--- src/rtl/im_lut_loader_if.sv ---
// Load-stream handshake and CPU read port for the immediate lookup table.
// The master is the host or boot streamer. The slave is im_lut_loader.
interface im_lut_loader_if #(
   parameter int DPW = 8
);
   logic           load_start;
   logic           load_abort;
   logic           load_valid;
   logic [DPW-1:0] load_data;
   logic           load_ready;
   logic [4:0]     index;
   logic [DPW-1:0] imm_value;
   logic           lut_valid;
   logic           load_busy;
   logic           load_done;
   logic [DPW-1:0] load_csum;

   modport master (
      output load_start, load_abort, load_valid, load_data, index,
      input  load_ready, imm_value, lut_valid, load_busy, load_done, load_csum
   );

   modport slave (
      input  load_start, load_abort, load_valid, load_data, index,
      output load_ready, imm_value, lut_valid, load_busy, load_done, load_csum
   );
endinterface

--- src/rtl/im_lut_loader.sv ---
// Runtime-writable 32-entry immediate table with a streaming load controller.
// The CPU reads the table combinationally; reads return 0 until a full load has completed.
module im_lut_loader #(
   parameter int DATA_PATH_WIDTH = 8,
   parameter int LUT_SIZE        = 32
) (
   input logic            clk,
   input logic            rst_n,
   im_lut_loader_if.slave bus
);
   localparam logic [1:0] IDLE = 2'd0;
   localparam logic [1:0] LOAD = 2'd1;
   localparam logic [1:0] DONE = 2'd2;
   localparam logic [4:0] LAST = 5'(LUT_SIZE - 1);

   logic [1:0]                 state;
   logic [4:0]                 wr_ptr;
   logic [DATA_PATH_WIDTH-1:0] acc;
   logic [DATA_PATH_WIDTH-1:0] csum;
   logic                       valid_q;
   logic [DATA_PATH_WIDTH-1:0] entry [LUT_SIZE];
   logic                       xfer;

   // Abort takes priority, so a beat presented alongside it is dropped
   assign xfer = (state == LOAD) && bus.load_valid && !bus.load_abort;

   always_ff @(posedge clk or negedge rst_n) begin
      if (!rst_n) begin
         state   <= IDLE;
         wr_ptr  <= '0;
         acc     <= '0;
         csum    <= '0;
         valid_q <= 1'b0;
      end else begin
         case (state)
            IDLE: begin
               if (bus.load_start) begin
                  state   <= LOAD;
                  wr_ptr  <= '0;
                  acc     <= '0;
                  valid_q <= 1'b0;
               end
            end
            LOAD: begin
               if (bus.load_abort) begin
                  state <= IDLE;
               end else if (xfer) begin
                  acc    <= acc ^ bus.load_data;
                  wr_ptr <= wr_ptr + 5'd1;
                  if (wr_ptr == LAST) begin
                     state   <= DONE;
                     csum    <= acc ^ bus.load_data;
                     valid_q <= 1'b1;
                  end
               end
            end
            DONE:    state <= IDLE;
            default: state <= IDLE;
         endcase
      end
   end

   always_ff @(posedge clk or negedge rst_n) begin
      if (!rst_n) begin
         for (int unsigned i = 0; i < LUT_SIZE; i++) begin
            entry[i] <= '0;
         end
      end else if (xfer) begin
         entry[wr_ptr] <= bus.load_data;
      end
   end

   assign bus.load_ready = (state == LOAD);
   assign bus.load_busy  = (state == LOAD);
   assign bus.load_done  = (state == DONE);
   assign bus.lut_valid  = valid_q;
   assign bus.load_csum  = csum;
   assign bus.imm_value  = valid_q ? entry[bus.index] : '0;
endmodule
--- src/flat_wrapper.sv ---
// flat-port wrapper written by rule: the top's interface ports become plain ports
module im_lut_loader_flat 
#(
   parameter int DATA_PATH_WIDTH = 8,
   parameter int LUT_SIZE        = 32
)
  (clk, rst_n, bus_load_start, bus_load_abort, bus_load_valid, bus_load_data, bus_index, bus_load_ready, bus_imm_value, bus_lut_valid, bus_load_busy, bus_load_done, bus_load_csum);
  im_lut_loader_if bus_i ();
  input logic clk;
  input logic rst_n;
  input wire logic [$bits(bus_i.load_start)-1:0] bus_load_start;
  input wire logic [$bits(bus_i.load_abort)-1:0] bus_load_abort;
  input wire logic [$bits(bus_i.load_valid)-1:0] bus_load_valid;
  input wire logic [$bits(bus_i.load_data)-1:0] bus_load_data;
  input wire logic [$bits(bus_i.index)-1:0] bus_index;
  output wire logic [$bits(bus_i.load_ready)-1:0] bus_load_ready;
  output wire logic [$bits(bus_i.imm_value)-1:0] bus_imm_value;
  output wire logic [$bits(bus_i.lut_valid)-1:0] bus_lut_valid;
  output wire logic [$bits(bus_i.load_busy)-1:0] bus_load_busy;
  output wire logic [$bits(bus_i.load_done)-1:0] bus_load_done;
  output wire logic [$bits(bus_i.load_csum)-1:0] bus_load_csum;
  assign bus_i.load_start = bus_load_start;
  assign bus_i.load_abort = bus_load_abort;
  assign bus_i.load_valid = bus_load_valid;
  assign bus_i.load_data = bus_load_data;
  assign bus_i.index = bus_index;
  assign bus_load_ready = bus_i.load_ready;
  assign bus_imm_value = bus_i.imm_value;
  assign bus_lut_valid = bus_i.lut_valid;
  assign bus_load_busy = bus_i.load_busy;
  assign bus_load_done = bus_i.load_done;
  assign bus_load_csum = bus_i.load_csum;
  im_lut_loader #(.DATA_PATH_WIDTH(DATA_PATH_WIDTH), .LUT_SIZE(LUT_SIZE)) u_core (.clk(clk), .rst_n(rst_n), .bus(bus_i));
endmodule
--- config.mk ---
export PLATFORM = sky130hd
export DESIGN_NAME = im_lut_loader_flat
export DESIGN_NICKNAME = d
export VERILOG_FILES = /design/src/rtl/im_lut_loader_if.sv /design/src/rtl/im_lut_loader.sv /design/src/flat_wrapper.sv
export SDC_FILE = /design/constraint.sdc
export NUM_CORES = 1
export LEC_CHECK = 0
export ABC_AREA = 1
export BUFFER_PORTS_ARGS = -buffer_cell sky130_fd_sc_hd__clkbuf_2
export CAP_MARGIN = 20
export CORE_ASPECT_RATIO = 1.25
export CORE_MARGIN = 10
export CORE_UTILIZATION = 45
export DETAILED_ROUTE_END_ITERATION = 6
export GPL_ROUTABILITY_DRIVEN = 0
export HOLD_SLACK_MARGIN = 0.06
export SETUP_SLACK_MARGIN = 0.5
export SLEW_MARGIN = 20
export SYNTH_ARGS = -nofsm -noshare
export SYNTH_HDL_FRONTEND = slang
export SYNTH_SLANG_ARGS = --single-unit
--- constraint.sdc ---
create_clock -name clk -period 2.2 [get_ports clk]
set_input_delay 0.44 -clock clk [delete_from_list [all_inputs] [get_ports clk]]
set_output_delay 0.44 -clock clk [all_outputs]
set_load 0.03 [all_outputs]
; Word-level counts from Yosys, hierarchy flattened
; Index checks and enable logic that the tools add are counted.
[op_classes]
addsub = 1
magnitude_cmp = 3
n_eq_ne = 9
muxes = 25
n_bitwise = 4
reduce_logical = 10
[ops]
columns = op, n
row1 = bitwise mux 256 bit, 1
row2 = two-way mux 8 bit, 7
row3 = binary-select mux 8 bit (select 5 bit), 1
row4 = demux 8 bit (select 5 bit), 1
row5 = one-hot mux 8 bit (2 select lines), 1
row6 = two-way mux 5 bit, 3
row7 = "greater-or-equal comparator 6 bit, second input constant", 2
row8 = NOT 5 -> 6 bit, 2
row9 = one-hot mux 5 bit (2 select lines), 1
row10 = two-way mux 2 bit, 4
row11 = AND reduction 4 bit, 2
row12 = bitwise XOR 8 bit, 1
row13 = "< comparator 6 x 1 -> 1 bit, second input constant", 1
row14 = "inequality test 3 x 2 -> 1 bit, second input constant", 2
row15 = "adder 5 x 1 -> 5 bit, second input constant", 1
row16 = "equality test 5 bit, second input constant", 1
row17 = AND reduction 5 bit, 1
row18 = two-way mux 1 bit, 4
row19 = "inequality test 2 x 1 -> 1 bit, second input constant", 2
row20 = "inequality test 2 bit, second input constant", 2
row21 = one-hot mux 2 bit (2 select lines), 1
row22 = logical AND 1 bit, 3
row23 = AND reduction 3 bit, 1
row24 = "equality test 2 x 1 -> 1 bit, second input constant", 1
row25 = 6 further kinds, 6
[totals]
ff_bits = 280
input_bits = 18
output_inout_bits = 20
wordCells = 89

; Longest topological paths before layout
[depth]
word_depth = 6
ltp_mapped = 11
ltp_nobuf = 10

; Worst setup path after synthesis
; Ideal clock, no wire load.
[synth_timing]
path_type = in2out
startpoint = in bus_index[0]
endpoint = out bus_imm_value[2]
t_arrival_ps = 1764
required_ps = 1760
setup_slack_ps = -4
stages = 9
path_cell_list = inv_1 clkbuf_1 clkbuf_1 o21ai_0 o21ai_0 nor2_1 nor2_1 nor2_1 nor2_1
[synth_via]
elab_chain_len = 5
[synth_lines]
columns = item, line_no
row1 = start: declaration, flat_wrapper.sv:15  ; input wire logic [$bits(bus_i.index)-1:0] bus_index;
row2 = NOT 5 -> 6 bit (implied by the code), im_lut_loader.sv:78  ; assign bus.imm_value = valid_q ? entry[bus.index] : '0;
row3 = binary-select mux 8 bit (select 5 bit), im_lut_loader.sv:78
row4 = two-way mux 8 bit (implied by the code) (2 in a row), im_lut_loader.sv:78
row5 = two-way mux 8 bit, im_lut_loader.sv:78
row6 = end: declaration, flat_wrapper.sv:17  ; output wire logic [$bits(bus_i.imm_value)-1:0] bus_imm_value;
; No other way between the ends. The select of a mux whose other input is x is not followed.

; Worst setup path in the final report
[layout_timing]
startpoint = in bus_index[1]
endpoint = out bus_imm_value[5]
; The elaborated chain is that of the path after synthesis.

==> run_results.csv <==
group,metric,value,unit
timing,finalCritPeriodShare,1.03,
timing,rsz0062_at_grt,"true",
cts,cts_buffer_depth,3,
final_layout,stdcell_count,2092,
setup_path,critPathLaunchType,"input pin",
logic_synthesis,yosysSeqAreaShare,0.548,
logic_synthesis,synth-adder-area-share,0.00489,
setup_path,timing.reg2reg.setup_slack,0.37,ns
power_and_ir_drop,p_clk_frac,0.399,
logic_synthesis,synth.distinct_cells,22,
setup_path,worst_path_max_delay_cell,"buf_4",
placed_design,placed_cell_area,13900,um2
global_route,use_met3,0.0292,
setup_path,cp.required,1.76,ns
logic_synthesis,yosysWarnings,0,
timing,fmax,441,MHz
logic_synthesis,synth_edf_count,0,
flow_run,maxCapViolCount,0,
routing,drtPass1Iterations,5,
final_layout,multi_input_area,6730,um2
floorplan,die_h,209,um
routing,post_drt_wl_per_cell,19.7,um
cts,htree_levels,1,
timing,setup-tns-final,-0.314,ns
logic_synthesis,synth_nets,1628,
logic_synthesis,synth_top_family_by_area,"simple AND/OR/NAND/NOR gates",
routing,num_vias,11561,
cts,tritoncts,"built",
logic_synthesis,synth_largest_area_cell,"dfrtp_1",
final_layout,antenna_cells,0,
logic_synthesis,ys_ff_latch,280,
power_and_ir_drop,internal-power,9.88,mW
final_layout,fin_util,0.636,
placed_design,io_buffers,37,
logic_synthesis,synth-compound-area-share,0.119,
global_route,grt_pass1_wl,61000,um
routing,viasPerCell,5.53,
placed_design,hpwl,23400,um
routing,drc,0,
final_layout,fill_cells,2311,
logic_synthesis,netlist_top_cells_area,"dfrtp_1, nand2_1, o21ai_0",
power_and_ir_drop,power_density,773,nW/um2
setup_path,path_delay_family,"buffers and inverters",
logic_synthesis,synth_cells,1605,
final_layout,drive_above_1_share,0.338,
timing,maxSlewHeadroom,0.580,
global_route,grt_use_met2,0.353,
timing,drv_slew,0,
final_layout,final_common_cell,"nand2_1",
logic_synthesis,yosys.area_share.simple,0.275,
timing,worst_hold_slack,0.147,ns
global_route,use_met1,0.283,
power_and_ir_drop,power_leakage,7.96,nW
global_route,grt.busiest_layer,"met2",
cts,numCtsBuffers,30,
setup_path,critPathKind,"in -> out",
final_layout,regArea,7020,um2
setup_path,cp_num_buf_inv,4,
setup_path,worst_ep_arrival_time,1.83,ns
logic_synthesis,synthFlopType,"dfrtp_1",
timing,hold_viol_final,0,
cts,clock_sinks,280,
final_layout,final_cell_mix,"nand2_1, dfrtp_1, o21ai_1",
floorplan,ios,38,
run_status,status,"finished with violations",
power_and_ir_drop,p_seq_frac,0.436,
setup_path,cp-end-kind,"primary output",
final_layout,area_growth,38.4,%
timing,worst_pin_slew,0.629,ns
routing,ant_nets,0,
global_route,grtUsageTotal,0.214,
logic_synthesis,synthArstFlopShare,1.00,
routing,routed_wl,41200,um
floorplan,die_area,35600,um2
placed_design,place_inst,1974,
logic_synthesis,synth_mux_area_frac,0,
cts,cts.reportedPaths.clkPinSlew,0.06,ns
routing,drtIter0Drc,1284,
final_layout,final_nets,1743,
power_and_ir_drop,p_switching,3.80,mW
floorplan,rows,68,
power_and_ir_drop,p_sw_frac,0.278,
power_and_ir_drop,combPwrFrac,0.166,
logic_synthesis,synth_xor_area_frac,0.00548,
logic_synthesis,syn_area_per_cell,7.97,um2
floorplan,dieWidth,171,um
setup_path,slowest_delay,0.23,ns
global_route,grt_max_degree,64,
global_route,grt-ovfl-total,0,
floorplan,core,27800,um2
floorplan,start_util,0.460,
timing,setup_viol,7,
global_route,grt_pass1_vias,10986,
logic_synthesis,synth_area,12800,um2
logic_synthesis,synth_top_cell_area_share,0.548,
timing,final.setup_skew,0.0106,ns
setup_path,crit_chain,"buf_2, buf_4, buf_12, nand3_2, nand3_1, nand2_1, nand2_1, nand3_1, nand2_2, nor2_4, buf_8",
global_route,antenna_found_initial,0,
cts,insertion_delay,0.56,ns
worst_hold_path,hp-class,"in -> reg",
power_and_ir_drop,vdd_drop_max,0.000620,V
setup_path,critPathMaxFanout,19,
final_layout,design_area,17700,um2
timing,setup_slack,-0.0664,ns
run_status,failed_checks,"negative setup slack",
timing,layout_min_cycle_time,2.27,ns
cts,cts-root-buf,"clkbuf_16",
layout make-up:
class                      instances  area share
tap                              350      0.0247
multi-input combinational       1186       0.380
sequential                       280       0.396
clock buffer                      44      0.0522
timing repair buffer             192       0.129
timing repair inverter             1    0.000424
inverter                          29     0.00883
clock inverter                    10     0.00848
metrics by stage:
step           setup slack, ns  total power, mW
5_1_grt                 -0.168             14.2
3_3_place_gp            -0.308             7.61
4_1_cts                -0.0476             13.2
3_5_place_dp            -0.291             7.64
2_1_floorplan            0.378             6.96
6_report               -0.0664             13.7
synth_stat cells, types with 5 or more instances:
cell / number
nand2_1: 625
nor2_1: 58
xnor2_1: 8
nand3_1: 174
dfrtp_1: 280
buf_6: 9
inv_1: 23
a21oi_1: 5
o21ai_0: 293
nor3_1: 7
clkbuf_1: 80
ha_1: 5
buf_2: 13
buf_1: 8
worst register-to-register path: cells and delay by family (launching register included):
family / cells / cell delay [ns]
buffers and inverters: 5 / 0.72
and+or+nand+nor: 6 / 0.51
DFF: 1 / 0.39
AOI/OAI and AO/OA: 1 / 0.06
final timing paths:
check                                             start                 endpoint  depth (start not counted)
worst min-delay path                     bus_load_abort          u_core.state[0]                          4
worst max register to register          u_core.state[1]         u_core.entry[61]                         12
min in group asynchronous                         rst_n        u_core.entry[118]                          2
max in group asynchronous                         rst_n        u_core.entry[252]                          3
worst max-delay path                       bus_index[1]         bus_imm_value[5]                         11
worst min register to register  u_core.bus.load_csum[3]  u_core.bus.load_csum[3]                          2
flip-flops by register name, summed over array words and instances, names as in the netlist:
name and cells:
u_core.acc 8, u_core.bus.load_csum 8, u_core.bus.lut_valid 1, u_core.entry 256, u_core.state 2, u_core.wr_ptr 5
metal layers:
metal | vias up | wire [um]
li1 | 5494 | -
met1 | 5672 | 17300
met2 | 312 | 20900
met3 | 83 | 1730
met4 | 0 | 1350
met5 | - | 0
power groups by stage:
stage               Sequential [mW]  Combinational [mW]  Clock (mW)
detailed placement             5.97                1.67           0
floorplan                      5.89                1.07           0
CTS                            5.90                1.80        5.52
global route                   6.01                2.49        5.74
global placement               5.97                1.64           0
finish                         5.96                2.27        5.45
kinds of logic after synthesis:
kind of cell             after synthesis
AND/OR/NAND/NOR                      869
AO/OA/AOI/OAI                        303
flip-flops                           280
buffers and inverters                140
XOR/XNOR                               8
adder cells (fa/ha/maj)                5
what timing repair did:
action,in CTS,in global routing
endpoints found under the hold margin,45,0
setup buffers,11,29
gates cloned,0,23
hold buffers,1,0
endpoints found under the setup margin,143,191
pin swaps,42,69
gates resized for setup,116,692
No activity file was read; power rests on OpenSTA's default activity.
